File: config.mk
export PLATFORM = sky130hd
export DESIGN_NAME = uart_tx_buffer
export DESIGN_NICKNAME = d
export VERILOG_FILES = /design/src/rtl/uart_pkg.sv /design/src/rtl/uart_sync_fifo.sv /design/src/rtl/uart_tx_buffer.sv
export SDC_FILE = /design/constraint.sdc
export NUM_CORES = 1
export LEC_CHECK = 0
export BUFFER_PORTS_ARGS = -buffer_cell sky130_fd_sc_hd__buf_2
export CAP_MARGIN = 20
export CORE_ASPECT_RATIO = 1.1
export CORE_MARGIN = 4
export CORE_UTILIZATION = 50
export CTS_BUF_LIST = sky130_fd_sc_hd__clkbuf_16
export DETAILED_ROUTE_END_ITERATION = 7
export GPL_TIMING_DRIVEN = 0
export PLACE_DENSITY = 0.65
export SLEW_MARGIN = 40
export SYNTH_ARGS = -nofsm -noshare
export SYNTH_HDL_FRONTEND = slang
export SYNTH_SLANG_ARGS = --single-unit
File: constraint.sdc
create_clock -name clk -period 4.13 [get_ports clk]
set_input_delay 1.0325 -clock clk [delete_from_list [all_inputs] [get_ports clk]]
set_output_delay 1.0325 -clock clk [all_outputs]
set_load 0.05 [all_outputs]
File: src/rtl/uart_pkg.sv
// Shared UART definitions: transmit-buffer FSM states and default baud timing.
package uart_pkg;

    localparam int unsigned UART_CLK_FREQ    = 1000000;
    localparam int unsigned UART_BAUD        = 9600;
    // Round up so the baud-domain transmitter always sees at least one full bit period of newd.
    localparam int unsigned UART_NEWD_CYCLES = (UART_CLK_FREQ + UART_BAUD - 1) / UART_BAUD;
    localparam int unsigned UART_DATA_W      = 8;

    typedef enum logic [1:0] {
        IDLE   = 2'd0,
        LAUNCH = 2'd1,
        WAIT   = 2'd2
    } txbuf_state_t;

endpackage

File: src/rtl/uart_sync_fifo.sv
// Single-clock byte FIFO with registered full/empty/count.
// Pointers carry one extra MSB so they wrap naturally on a power-of-two depth.
module uart_sync_fifo
    import uart_pkg::*;
#(
    parameter int unsigned DEPTH = 16,
    localparam int unsigned AW   = $clog2(DEPTH),
    localparam int unsigned CW   = $clog2(DEPTH + 1)
) (
    input  logic                   clk,
    input  logic                   rst,
    input  logic                   push,
    input  logic [UART_DATA_W-1:0] wr_data,
    input  logic                   pop,
    output logic [UART_DATA_W-1:0] rd_data,
    output logic                   full,
    output logic                   empty,
    output logic [CW-1:0]          count
);

    logic [UART_DATA_W-1:0] mem_q [DEPTH];
    logic [AW:0]            wr_ptr_q;
    logic [AW:0]            rd_ptr_q;
    logic [CW-1:0]          count_q;
    logic [CW-1:0]          count_d;
    logic                   full_q;
    logic                   empty_q;
    logic                   push_ok;
    logic                   pop_ok;

    // A push into a full FIFO is accepted only when a pop frees the head in the same cycle.
    assign push_ok = push && (!full_q || pop);
    assign pop_ok  = pop && !empty_q;

    // Next occupancy; simultaneous push and pop leave it unchanged.
    always_comb begin
        count_d = count_q;
        if (push_ok && !pop_ok) begin
            count_d = count_q + CW'(1);
        end else if (!push_ok && pop_ok) begin
            count_d = count_q - CW'(1);
        end
    end

    // Storage array; no reset needed since occupancy gates every read.
    always_ff @(posedge clk) begin
        if (push_ok) begin
            mem_q[wr_ptr_q[AW-1:0]] <= wr_data;
        end
    end

    // Pointers and registered status flags.
    always_ff @(posedge clk or negedge rst) begin
        if (!rst) begin
            wr_ptr_q <= '0;
            rd_ptr_q <= '0;
            count_q  <= '0;
            full_q   <= 1'b0;
            empty_q  <= 1'b1;
        end else begin
            if (push_ok) begin
                wr_ptr_q <= wr_ptr_q + (AW + 1)'(1);
            end
            if (pop_ok) begin
                rd_ptr_q <= rd_ptr_q + (AW + 1)'(1);
            end
            count_q <= count_d;
            full_q  <= (count_d == CW'(DEPTH));
            empty_q <= (count_d == '0);
        end
    end

    assign rd_data = mem_q[rd_ptr_q[AW-1:0]];
    assign full    = full_q;
    assign empty   = empty_q;
    assign count   = count_q;

endmodule

File: src/rtl/uart_tx_buffer.sv
// Byte FIFO plus launch sequencer feeding a UART transmitter one byte at a time.
// Optional feature macro: UART_TXBUF_OVF_EN enables the sticky overflow flag.
module uart_tx_buffer
    import uart_pkg::*;
#(
    parameter int unsigned DEPTH       = 16,
    parameter int unsigned NEWD_CYCLES = UART_NEWD_CYCLES
) (
    input  logic                         clk,
    input  logic                         rst,
    input  logic                         wr_en,
    input  logic [7:0]                   wr_data,
    output logic                         full,
    output logic                         empty,
    output logic [$clog2(DEPTH+1)-1:0]   count,
    output logic                         newd,
    output logic [7:0]                   dintx,
    input  logic                         donetx,
    output logic                         overflow,
    output logic                         busy
);

    localparam int unsigned HW = $clog2(NEWD_CYCLES + 1);

    txbuf_state_t    state_q;
    logic [HW-1:0]   hold_q;
    logic            newd_q;
    logic [7:0]      dintx_q;
    logic            busy_q;
    logic            donetx_q;
    logic            done_seen_q;
    logic            done_rise;
    logic            pop;
    logic            fifo_full;
    logic            fifo_empty;
    logic [7:0]      fifo_rd_data;

    assign done_rise = donetx && !donetx_q;
    // Pops happen only from IDLE, so bytes leave strictly in push order.
    assign pop       = (state_q == IDLE) && !fifo_empty;

    uart_sync_fifo #(
        .DEPTH (DEPTH)
    ) u_fifo (
        .clk     (clk),
        .rst     (rst),
        .push    (wr_en),
        .wr_data (wr_data),
        .pop     (pop),
        .rd_data (fifo_rd_data),
        .full    (fifo_full),
        .empty   (fifo_empty),
        .count   (count)
    );

    // Launch sequencer: pop, hold newd for NEWD_CYCLES, then wait for a fresh donetx edge.
    always_ff @(posedge clk or negedge rst) begin
        if (!rst) begin
            state_q     <= IDLE;
            hold_q      <= '0;
            newd_q      <= 1'b0;
            dintx_q     <= '0;
            busy_q      <= 1'b0;
            donetx_q    <= 1'b0;
            done_seen_q <= 1'b0;
        end else begin
            donetx_q <= donetx;
            case (state_q)
                IDLE: begin
                    if (!fifo_empty) begin
                        dintx_q     <= fifo_rd_data;
                        newd_q      <= 1'b1;
                        hold_q      <= HW'(NEWD_CYCLES - 1);
                        done_seen_q <= 1'b0;
                        busy_q      <= 1'b1;
                        state_q     <= LAUNCH;
                    end
                end
                LAUNCH: begin
                    // A completion edge arriving while newd is still high must not be lost.
                    if (done_rise) begin
                        done_seen_q <= 1'b1;
                    end
                    if (hold_q == '0) begin
                        newd_q  <= 1'b0;
                        state_q <= WAIT;
                    end else begin
                        hold_q <= hold_q - HW'(1);
                    end
                end
                WAIT: begin
                    // Only an edge counts; a level left over from the previous byte is ignored.
                    if (done_rise || done_seen_q) begin
                        done_seen_q <= 1'b0;
                        busy_q      <= 1'b0;
                        state_q     <= IDLE;
                    end
                end
                default: begin
                    newd_q  <= 1'b0;
                    busy_q  <= 1'b0;
                    state_q <= IDLE;
                end
            endcase
        end
    end

`ifdef UART_TXBUF_OVF_EN
    logic ovf_q;

    // Sticky flag for a push dropped because the FIFO was full and nothing was popped.
    always_ff @(posedge clk or negedge rst) begin
        if (!rst) begin
            ovf_q <= 1'b0;
        end else if (wr_en && fifo_full && !pop) begin
            ovf_q <= 1'b1;
        end
    end

    assign overflow = ovf_q;
`else
    assign overflow = 1'b0;
`endif

    assign full  = fifo_full;
    assign empty = fifo_empty;
    assign newd  = newd_q;
    assign dintx = dintx_q;
    assign busy  = busy_q;

endmodule

==> results.cfg <==
[yosys]
synthArstFlopShare_pct = 22.0
yosysSeqAreaShare_pct = 70.2
syn_inst = 393
synth_cell_types = 48
ys.flop_type = edfxtp_1
synth_seq_cells = 164
avgSynthCellArea_um2 = 17.2
synth_edf_count = 128
netlist_area_um2 = 6760
syn_nets = 414
yosys_warnings = 0

[finish]
finalNonFillerCells = 615
multi_input_area_um2 = 1900
final_cell_mix = 128 x edfxtp_1, 37 x buf_2, 35 x dfrtp_1, 31 x mux4_2, 17 x clkbuf_16
syn2layout_area_growth_pct = 14.6
regArea_um2 = 4750
fillCellCount = 983
nets = 462
layout-drive-gt1-share_pct = 28.4
diodes = 0
layout_commonest_cell = edfxtp_1

[routing]
via_count = 3601
drt_pass1_iterations = 4
avgRoutedWirePerCell_um = 21.1
drc_errors = 0
via_per_inst = 5.86
first_iter_violations = 311
drt_wl_total_um = 13000
antenna_left = 0

[worst_setup_path]
arrival_ns = 2.60
start_kind = flop
worstPathRequired_ns = 4.19
crit_path_end_kind = flop
crit_fanout = 10
path_class = flop to flop

[timing]
slew_headroom_pct = 51.2
skew_ns = 0.00592
tightest_slew_ns = 0.728
hold_violations = 0
rsz0062_at_grt = false
setup_violations = 0
max_freq_ghz = 0.393
maxSlewViolCount = 0
period_share_pct = 61.6
period_minus_slack_ns = 2.54
tns_ns = 0

[job]
cap_violations = 0

[die]
initial_core_util_pct = 51.2
die_width_um = 119
core-area_um2 = 13200
num_rows = 44
chipHeight_um = 130
dieArea_um2 = 15500
ioPinCount = 30

[power_and_ir_drop]
p_switching_mw = 1.99
comb_power_share_pct = 32.7
p_clk_share_pct = 27.3
ir_drop_uv = 409
p_leak_nw = 2.76
p_int_mw = 3.65
powerDensity_nw_per_um2 = 728
seqPwrFrac_pct = 39.9
swShare_pct = 35.3

[clock_tree]
cts_hold_buffers = 0
cts_buffers = 17
cts_setup_buffers = 0
path_clk_slew_ns = 0.07
clk_latency_ns = 0.42
ctsHtreeMaxLevel = 4
root_buffer = clkbuf_16
tritoncts = done
cts.repair.resized = 0
clock_sinks = 164
clockBufferDepth = 2

[worst_hold_path]
hold_path_class = flop to flop

[status]
status = finished, final reports clean

[global_route]
antenna_found_initial = 0
grt_pass1_wl_um = 21200
grt-ovfl-total = 0
grt_usage_pct = 18.7
grt_pass1_vias = 3717
grt_max_degree = 37

[placed_design]
port_buffers = 27
dp_cells = 583
dpl.hpwl_um = 8690
place.gp.congestion = 0.797
[cells in the mapped netlist, types with 8 or more instances]
| master | count | area share, % |
|---|---|---|
| edfxtp_1 | 128 | 57 |
| dfrtp_1 | 35 | 13 |
| mux4_2 | 31 | 10 |
| mux2i_1 | 16 | 2.4 |
| nand2_1 | 15 | 0.83 |
| nor2_1 | 14 | 0.78 |
| o21ai_0 | 13 | 0.96 |
| inv_1 | 12 | 0.67 |
| buf_2 | 11 | 0.81 |
| nand3_1 | 11 | 0.81 |
| ha_1 | 9 | 1.7 |
| xnor2_1 | 8 | 1.0 |
[cell type report]
cell class | count | area share [%]
repair buffers | 29 | 1.97
clock inverters | 15 | 2.05
multi-input cells | 198 | 24.6
inverters | 12 | 0.581
plain buffers | 19 | 1.49
flip-flops and latches | 164 | 61.2
well taps | 161 | 2.60
clock buffers | 17 | 5.49
[power groups by stage]
stage	Clock, mW	Sequential (mW)	Combinational (mW)
finish	1.54	2.25	1.85
global placement	0	2.27	1.81
detailed placement	0	2.28	1.86
CTS	1.57	2.25	1.87
floorplan	0	2.50	1.13
global route	1.66	2.29	2.01
[per-layer routing]
metal / track usage, % / part of all wire (%) / wire, um
met1: 24.2 / 42 / 5470
met2: 31.6 / 52 / 6790
met3: 4.33 / 4.1 / 534
met4: 6.68 / 1.6 / 206
met5: 0 / 0 / 0
[flip-flops by register name, summed over array words and instances (netlist names)]
signal	flops
busy	1
dintx	8
done_seen_q	1
donetx_q	1
hold_q	7
newd	1
state_q	2
u_fifo.count	5
u_fifo.empty	1
u_fifo.full	1
u_fifo.mem_q	128
u_fifo.rd_ptr_q	4
u_fifo.wr_ptr_q	4
[cell families (layout without fill, tap and decap cells)]
| kind of cell | after synthesis | after routing | synth area share, % |
|---|---|---|---|
| compound gates | 42 | 42 | 4.25 |
| xor+xnor | 9 | 9 | 1.17 |
| fa+ha+maj | 9 | 9 | 1.66 |
| buf+inv | 31 | 92 | 2.37 |
| flops | 164 | 164 | 70.2 |
| mux | 49 | 49 | 13.0 |
| other cells | 1 | 1 | 0.0554 |
| simple gates | 88 | 88 | 7.31 |
[path summary, 6_finish.rpt]
path	slack [ns]	depth (start not counted)	to	start
max reg2reg	1.59	6	u_fifo.mem_q[7][0]	state_q[0]
max in group asynchronous	3.21	1	u_fifo.empty	rst
max	1.59	6	u_fifo.mem_q[7][0]	state_q[0]
min reg2reg	0.48	1	dintx[3]	dintx[3]
min in group asynchronous	0.56	1	u_fifo.count[1]	rst
min	0.48	1	dintx[3]	dintx[3]
[worst max-delay path, cell delays in order (launching register included)]
cell,delay [ns]
dfrtp_1,0.37
buf_6,0.14
or3_1,0.38
buf_6,0.14
a21boi_4,0.30
nand2_1,0.23
nor3_2,0.60
[through the flow]
step / cell area (um^2) / hold slack (ns) / total power [mW] / setup WS [ns] / util, %
final: 7750 / 0.484 / 5.64 / 1.59 / 58.6
after floorplan: 6760 / 0.473 / 3.63 / 1.56 / -
after global placement: 7100 / 0.460 / 4.08 / 0.841 / 53.7
after CTS: 7740 / 0.491 / 5.70 / 1.53 / 58.6
after detailed placement: 7160 / 0.473 / 4.15 / 1.29 / 54.2
after global routing: 7750 / 0.511 / 5.96 / 1.41 / 58.6
(Power assumes the default switching activity.)
